**src/rtl/wbaq_pkg.sv**
```systemverilog
// rtl/wbaq_pkg.sv - shared types, constants and line-set helper for the write-back address queue
// Purpose: default depth/widths, memory size encodings, line offset, entry struct,
//          and the helper that computes the last 16B line touched by an access.
// Ports: none (package).
package wbaq_pkg;

    localparam int WBAQ_DEPTH  = 8;
    localparam int WBAQ_ADDR_W = 32;
    localparam int WBAQ_DATA_W = 64;
    localparam int LINE_OFS    = 4;
    localparam int LINE_W      = WBAQ_ADDR_W - LINE_OFS;

    localparam logic [1:0] MEMSZ_1B = 2'b00;
    localparam logic [1:0] MEMSZ_2B = 2'b01;
    localparam logic [1:0] MEMSZ_4B = 2'b10;
    localparam logic [1:0] MEMSZ_8B = 2'b11;

    typedef struct packed {
        logic                   valid;
        logic [WBAQ_ADDR_W-1:0] addr;
        logic [WBAQ_DATA_W-1:0] data;
        logic [1:0]             size;
    } wbaq_entry_t;

    // Line index of the last byte of an access; an 8B access can straddle two lines.
    function automatic logic [LINE_W-1:0] line_last(input logic [WBAQ_ADDR_W-1:0] addr,
                                                    input logic [1:0]             size);
        logic [3:0]             span;
        logic [WBAQ_ADDR_W-1:0] end_addr;
        span     = (4'd1 << size) - 4'd1;
        end_addr = addr + {{(WBAQ_ADDR_W-4){1'b0}}, span};
        return end_addr[WBAQ_ADDR_W-1:LINE_OFS];
    endfunction

endpackage

```
**src/rtl/wbaq_store_queue_if.sv**
```systemverilog
// rtl/wbaq_store_queue_if.sv - store queue bus: enqueue, dequeue, conflict check and status
// Purpose: groups the writeback-side, D-cache-side and memory-read-side signals.
// Ports: enq_valid/enq_addr/enq_data/enq_size (writeback), full, deq_valid/deq_ready/
//        deq_addr/deq_data/deq_size (D-cache), chk_addr/chk_size/chk_conflict (load check),
//        overflow, count. master = queue user, slave = queue.
interface wbaq_if #(
    parameter int DEPTH  = 8,
    parameter int ADDR_W = 32,
    parameter int DATA_W = 64
);
    localparam int CNT_W = $clog2(DEPTH) + 1;

    logic              enq_valid;
    logic [ADDR_W-1:0] enq_addr;
    logic [DATA_W-1:0] enq_data;
    logic [1:0]        enq_size;
    logic              full;
    logic              deq_valid;
    logic              deq_ready;
    logic [ADDR_W-1:0] deq_addr;
    logic [DATA_W-1:0] deq_data;
    logic [1:0]        deq_size;
    logic [ADDR_W-1:0] chk_addr;
    logic [1:0]        chk_size;
    logic              chk_conflict;
    logic              overflow;
    logic [CNT_W-1:0]  count;

    modport master (
        output enq_valid, enq_addr, enq_data, enq_size, deq_ready, chk_addr, chk_size,
        input  full, deq_valid, deq_addr, deq_data, deq_size, chk_conflict, overflow, count
    );

    modport slave (
        input  enq_valid, enq_addr, enq_data, enq_size, deq_ready, chk_addr, chk_size,
        output full, deq_valid, deq_addr, deq_data, deq_size, chk_conflict, overflow, count
    );

endinterface

```
**src/rtl/wbaq_slot.sv**
```systemverilog
// rtl/wbaq_slot.sv - one store queue entry with write, clear-on-dequeue and line-set compare
// Purpose: holds a committed store and flags overlap of its 16B line set with a load's.
// Ports: clk, rst (async active-low), wr_en/wr_entry (load entry), clr (drop valid on
//        dequeue), chk_addr/chk_size (load), entry (stored contents), conflict.
module wbaq_slot
    import wbaq_pkg::*;
(
    input  logic                   clk,
    input  logic                   rst,
    input  logic                   wr_en,
    input  logic                   clr,
    input  wbaq_entry_t            wr_entry,
    input  logic [WBAQ_ADDR_W-1:0] chk_addr,
    input  logic [1:0]             chk_size,
    output wbaq_entry_t            entry,
    output logic                   conflict
);

    wbaq_entry_t       entry_q, entry_d;
    logic [LINE_W-1:0] s_first, s_last, c_first, c_last;

    always_comb begin
        entry_d = entry_q;
        if (clr) begin
            entry_d.valid = 1'b0;
        end
        if (wr_en) begin
            entry_d = wr_entry;
        end
    end

    always_ff @(posedge clk or negedge rst) begin
        if (!rst) begin
            entry_q <= '0;
        end else begin
            entry_q <= entry_d;
        end
    end

    // Each access touches at most two lines, so four compares cover every overlap.
    always_comb begin
        s_first  = entry_q.addr[WBAQ_ADDR_W-1:LINE_OFS];
        s_last   = line_last(entry_q.addr, entry_q.size);
        c_first  = chk_addr[WBAQ_ADDR_W-1:LINE_OFS];
        c_last   = line_last(chk_addr, chk_size);
        conflict = entry_q.valid &
                   ((s_first == c_first) | (s_first == c_last) |
                    (s_last  == c_first) | (s_last  == c_last));
    end

    assign entry = entry_q;

endmodule

```
**src/rtl/wbaq_store_queue.sv**
```systemverilog
// rtl/wbaq_store_queue.sv - in-order write-back address queue between writeback and D-cache
// Purpose: buffers committed stores, drains them in order, stalls writeback via full,
//          and reports load/store 16B line conflicts. Macro WBAQ_BYPASS_EN enables an
//          empty-queue same-cycle bypass from enqueue to dequeue.
// Ports: clk, rst (async active-low), bus (wbaq_if.slave: enq_*, full, deq_*, chk_*,
//        overflow, count).
module wbaq_store_queue
    import wbaq_pkg::*;
#(
    parameter int DEPTH  = WBAQ_DEPTH,
    parameter int ADDR_W = WBAQ_ADDR_W,
    parameter int DATA_W = WBAQ_DATA_W
) (
    input logic   clk,
    input logic   rst,
    wbaq_if.slave bus
);

    localparam int PTR_W = $clog2(DEPTH);
    localparam int CNT_W = PTR_W + 1;

    logic [PTR_W-1:0] head_q, head_d, tail_q, tail_d;
    logic [CNT_W-1:0] count_q, count_d;
    logic             overflow_q, overflow_d;

    wbaq_entry_t      slot_entry [DEPTH];
    logic [DEPTH-1:0] slot_wr, slot_clr, slot_conflict;
    wbaq_entry_t      enq_entry, head_entry;
    logic             full, empty, bypass, enq_wr, deq_fire;

    // full is registered occupancy only; a same-cycle dequeue does not free a slot early.
    assign full  = (count_q == CNT_W'(DEPTH));
    assign empty = (count_q == '0);

    always_comb begin
        enq_entry.valid = 1'b1;
        enq_entry.addr  = WBAQ_ADDR_W'(bus.enq_addr);
        enq_entry.data  = WBAQ_DATA_W'(bus.enq_data);
        enq_entry.size  = bus.enq_size;
        head_entry      = slot_entry[head_q];

`ifdef WBAQ_BYPASS_EN
        bypass = empty & bus.enq_valid & bus.deq_ready;
`else
        bypass = 1'b0;
`endif

        enq_wr     = bus.enq_valid & ~full & ~bypass;
        deq_fire   = head_entry.valid & bus.deq_ready;
        head_d     = head_q + PTR_W'(deq_fire);
        tail_d     = tail_q + PTR_W'(enq_wr);
        count_d    = count_q + CNT_W'(enq_wr) - CNT_W'(deq_fire);
        overflow_d = overflow_q | (bus.enq_valid & full);

        slot_wr  = '0;
        slot_clr = '0;
        for (int i = 0; i < DEPTH; i++) begin
            slot_wr[i]  = enq_wr   && (tail_q == PTR_W'(i));
            slot_clr[i] = deq_fire && (head_q == PTR_W'(i));
        end

        bus.deq_valid    = head_entry.valid | bypass;
        bus.deq_addr     = bypass ? bus.enq_addr : ADDR_W'(head_entry.addr);
        bus.deq_data     = bypass ? bus.enq_data : DATA_W'(head_entry.data);
        bus.deq_size     = bypass ? bus.enq_size : head_entry.size;
        bus.full         = full;
        bus.count        = count_q;
        bus.overflow     = overflow_q;
        bus.chk_conflict = |slot_conflict;
    end

    always_ff @(posedge clk or negedge rst) begin
        if (!rst) begin
            head_q     <= '0;
            tail_q     <= '0;
            count_q    <= '0;
            overflow_q <= 1'b0;
        end else begin
            head_q     <= head_d;
            tail_q     <= tail_d;
            count_q    <= count_d;
            overflow_q <= overflow_d;
        end
    end

    for (genvar g = 0; g < DEPTH; g++) begin : g_slot
        wbaq_slot u_slot (
            .clk      (clk),
            .rst      (rst),
            .wr_en    (slot_wr[g]),
            .clr      (slot_clr[g]),
            .wr_entry (enq_entry),
            .chk_addr (WBAQ_ADDR_W'(bus.chk_addr)),
            .chk_size (bus.chk_size),
            .entry    (slot_entry[g]),
            .conflict (slot_conflict[g])
        );
    end

endmodule
```
**src/flat_wrapper.sv**
```systemverilog
// flat-port wrapper written by rule: the top's interface ports become plain ports
module wbaq_store_queue_flat import wbaq_pkg::*;
#(
    parameter int DEPTH  = WBAQ_DEPTH,
    parameter int ADDR_W = WBAQ_ADDR_W,
    parameter int DATA_W = WBAQ_DATA_W
)
  (clk, rst, bus_enq_valid, bus_enq_addr, bus_enq_data, bus_enq_size, bus_deq_ready, bus_chk_addr, bus_chk_size, bus_full, bus_deq_valid, bus_deq_addr, bus_deq_data, bus_deq_size, bus_chk_conflict, bus_overflow, bus_count);
  wbaq_if #(.DEPTH(DEPTH), .ADDR_W(ADDR_W), .DATA_W(DATA_W)) bus_i ();
  input logic clk;
  input logic rst;
  input wire logic [$bits(bus_i.enq_valid)-1:0] bus_enq_valid;
  input wire logic [$bits(bus_i.enq_addr)-1:0] bus_enq_addr;
  input wire logic [$bits(bus_i.enq_data)-1:0] bus_enq_data;
  input wire logic [$bits(bus_i.enq_size)-1:0] bus_enq_size;
  input wire logic [$bits(bus_i.deq_ready)-1:0] bus_deq_ready;
  input wire logic [$bits(bus_i.chk_addr)-1:0] bus_chk_addr;
  input wire logic [$bits(bus_i.chk_size)-1:0] bus_chk_size;
  output wire logic [$bits(bus_i.full)-1:0] bus_full;
  output wire logic [$bits(bus_i.deq_valid)-1:0] bus_deq_valid;
  output wire logic [$bits(bus_i.deq_addr)-1:0] bus_deq_addr;
  output wire logic [$bits(bus_i.deq_data)-1:0] bus_deq_data;
  output wire logic [$bits(bus_i.deq_size)-1:0] bus_deq_size;
  output wire logic [$bits(bus_i.chk_conflict)-1:0] bus_chk_conflict;
  output wire logic [$bits(bus_i.overflow)-1:0] bus_overflow;
  output wire logic [$bits(bus_i.count)-1:0] bus_count;
  assign bus_i.enq_valid = bus_enq_valid;
  assign bus_i.enq_addr = bus_enq_addr;
  assign bus_i.enq_data = bus_enq_data;
  assign bus_i.enq_size = bus_enq_size;
  assign bus_i.deq_ready = bus_deq_ready;
  assign bus_i.chk_addr = bus_chk_addr;
  assign bus_i.chk_size = bus_chk_size;
  assign bus_full = bus_i.full;
  assign bus_deq_valid = bus_i.deq_valid;
  assign bus_deq_addr = bus_i.deq_addr;
  assign bus_deq_data = bus_i.deq_data;
  assign bus_deq_size = bus_i.deq_size;
  assign bus_chk_conflict = bus_i.chk_conflict;
  assign bus_overflow = bus_i.overflow;
  assign bus_count = bus_i.count;
  wbaq_store_queue #(.DEPTH(DEPTH), .ADDR_W(ADDR_W), .DATA_W(DATA_W)) u_core (.clk(clk), .rst(rst), .bus(bus_i));
endmodule
```
**config.mk**
```make
export PLATFORM = sky130hd
export DESIGN_NAME = wbaq_store_queue_flat
export DESIGN_NICKNAME = d
export VERILOG_FILES = /design/src/rtl/wbaq_pkg.sv /design/src/rtl/wbaq_store_queue_if.sv /design/src/rtl/wbaq_slot.sv /design/src/rtl/wbaq_store_queue.sv /design/src/flat_wrapper.sv
export SDC_FILE = /design/constraint.sdc
export NUM_CORES = 2
export LEC_CHECK = 0
export CAP_MARGIN = 20
export CORE_MARGIN = 8
export CORE_UTILIZATION = 55
export CTS_BUF_LIST = sky130_fd_sc_hd__clkbuf_2
export CTS_CLUSTER_SIZE = 30
export DETAILED_ROUTE_END_ITERATION = 16
export PLACE_DENSITY = 0.78
export SLEW_MARGIN = 20
export SYNTH_ARGS = -nofsm -noshare
export SYNTH_HDL_FRONTEND = slang
export SYNTH_SLANG_ARGS = --single-unit
```
**constraint.sdc**
```tcl
create_clock -name clk -period 5.3 [get_ports clk]
set_clock_uncertainty 0.2 [all_clocks]
set_input_delay 1.06 -clock clk [delete_from_list [all_inputs] [get_ports clk]]
set_output_delay 1.06 -clock clk [all_outputs]
set_load 0.01 [all_outputs]
```
==> results.toml <==
[run_status]
outcome = "finished with violations"
violations = "setup timing"

[worst_setup_path]
cp_data_required_time_ps = 4040
cp_max_fo = 5
cp_top_family = "compound AO/OA/AOI/OAI gates"
end_kind = "primary output"
cp_num_buf_inv = 4
critPathMaxStageDelay_ps = 620
setup.worst_path.class = "in -> out"
crit_top_cell = "buf_4"
critPathSlowestCell = "or4_1"
worstSetupStartpointType = "input pin"
critical_path.cell_chain = "clkdlybuf4s50_1 > and2_4 > ha_4 > o2111ai_4 > buf_4 > a21oi_1 > nand4_1 > xnor2_1 > or4_1 > a2111oi_0 > buf_4 > nand3_1 > nor4b_1 > o31ai_1 > o2111ai_2 > a2111o_1 > buf_2"
crit_arrival_ps = 5800

[logic_synthesis]
yosys.area_share.simple = 0.1186
synth-edff-count = 0
yosys_register_bits = 803
synth-compound-area-share = 0.04732
yosysWarnings = 0
ys_top_cells_by_area = "dfrtp_1 (38%), mux2_2 (19%), xnor2_1 (9.0%), mux4_2 (8.5%), xor2_1 (4.2%)"
netlist_area_sq_um = 52300
netlist_instances = 4578
synthAdderAreaFrac = 0.008996
synth-xor-area-share = 0.1332
yosysTopAreaCellShare = 0.3842
async_flop_share = 1.000
yosys.cell_types.count = 93
synth_top_cell_by_area = "dfrtp_1"
seq_area_frac_synth = 0.3842
synth_top_family_by_area = "multiplexers"
synth_area_per_cell_sq_um = 11.42
synth_flop_cell = "dfrtp_1"
synth_mux_area_frac = 0.2808

[power_and_ir_drop]
total_power_mw = 45.52
leakagePower_nw = 28.46
power_density_nw_per_um2 = 676.3
max-vdd-ir-drop_v = 0.0005409

[sta]
relSlewSlack = 0.1635
setup_ws_ps = -1760
slew_viol_final = 0
min_period_ps = 7060
hold_ws_ps = 51.16
finalCritPeriodShare = 1.332
fmax_ghz = 0.1417
rsz0062_at_grt = "yes"
tns_ps = -1760
setup_viol = 1
worst_slew_pin_slew_ps = 1251
hold_violations = 0

[job]
maxCapViolCount = 0

[global_route]
met2_usage = 0.6926
grt.met1_usage = 0.4941
top_usage_layer = "met2"
first_global_vias = 48855
overflow = 0
grt_usage = 0.4312
antenna_found_initial = 17
met3_usage = 0.1095
grt_pass1_wl_mm = 333.8
grt_max_degree = 107

[clocking]
cts_made_buffers = 200
cts_tree = "done"
h-tree-depth = 4
clkTransAtPathRegs_ps = 130
ctsLongestPathBuffers = 3
clk_latency_ps = 1630
cts_sinks = 803
root_buffer = "clkbuf_2"

[route]
dr.pass1.iters = 6
antenna_left = 0
wl_per_cell_um = 32.34
via_per_inst = 6.515
vias = 47844
drc = 0
totalWireLength_mm = 237.5
drt-initial-drc-count = 4908

[placement]
hpwlAfterDp_mm = 171.3
place_ws_ps = -2035
gp_congestion = 1.195
dp.cells = 6889
port_buffers = 241
placed_cell_area_sq_um = 64150

[floorplan]
rows = 113
coreArea_sq_um = 94590
start_util = 0.5529
fp.dieW_um = 324.4
pin_count = 242
dieArea_sq_um = 105200
die_height_um = 324.4

[cells_and_area]
area_growth_pct = 28.69
utilization = 0.7115
layout_commonest_cell = "buf_4"
final_area_sq_um = 67300
fill_cells = 6523
drive_gt1_frac = 0.4376
final_nets = 6088
most-common-layout-cells = "buf_4 (1,092), mux2_2 (891), dfrtp_1 (800)"
final_cells = 7344

[hold_path]
min_path_type = "in -> reg"
[path summary, 6_finish.rpt]
kind / endpoint / from / slack [ps] / cells after the start
setup reg to reg: u_core.bus.count[2] / u_core.head_q[0] / 1360 / 13
hold / removal: u_core.g_slot[1].u_slot.entry[38] / bus_enq_data[36] / 50 / 2
max in group asynchronous: u_core.g_slot[6].u_slot.entry[10] / rst / 3620 / 4
setup / recovery: bus_chk_conflict / bus_chk_size[1] / -1760 / 17
min in group asynchronous: u_core.g_slot[0].u_slot.entry[70] / rst / 570 / 4
hold reg to reg: u_core.bus.overflow / u_core.bus.overflow / 300 / 1
[synthesized netlist by cell type, drive strengths merged, types with 44 or more instances]
cell type and number:
a21oi 64, and3 57, buf 95, clkbuf 222, dfrtp 803, inv 44, mux2 891, mux4 198
nand2 191, nand3 140, nand4 160, nor2 153, nor3 120, nor4 95, o21ai 60, xnor2 537
xor2 249
[cell type report]
type | instances | area, sq um | area share
tap | 1265 | 1583 | 0.02352
clock buffer | 287 | 1436 | 0.02134
sequential | 803 | 20110 | 0.2987
clock inverter | 54 | 319.1 | 0.004741
antenna | 25 | 62.56 | 0.0009295
inverter | 44 | 165.2 | 0.002454
timing repair buffer | 1444 | 12490 | 0.1856
multi-input combinational | 3422 | 31140 | 0.4627
[flip-flops by register name, indices dropped and copies added, names as in the netlist]
register                    count
u_core.bus.count                4
u_core.tail_q                   3
u_core.head_q                   3
u_core.g_slot.u_slot.entry    792
u_core.bus.overflow             1
[worst register-to-register path, cell delays in order (launching register included)]
cell and delay [ps]:
dfrtp_4 540, buf_4 160, buf_12 160, buf_16 190
buf_4 150, mux4_2 300, mux2_2 310, and2_1 410
ha_1 400, inv_1 60, ha_1 190, inv_1 90
fa_1 420, xnor2_1 250
[layer usage]
layer  vias up  share of wire
met2      3094           0.47
met5         -        0.00031
met4        10          0.096
met1     23930           0.34
li1      19733              -
met3      1077          0.095
[timing repair]
item | in CTS | in global routing
gates cloned | 10 | 1
endpoints found under the setup margin | 97 | 13
hold buffers | 39 | 0
resized for setup | 104 | 18
buffers inserted | 24 | 15
pin swaps | 13 | 4
hold endpoints to repair | 961 | 0
[logic make-up after synthesis]
group	count (synthesis)
compound gates	353
xor+xnor	789
fa+ha+maj	37
buf+inv	361
flops	803
mux	1108
other cells	1
simple gates	1126
[where the power goes]
| group | internal, mW | switching (mW) | total [mW] |
|---|---|---|---|
| clock network | 1.57 | 2.76 | 4.33 |
| registers | 9.24 | 2.47 | 11.7 |
| logic | 14.9 | 14.6 | 29.5 |
Note: power is estimated with default switching activity, not from simulation.
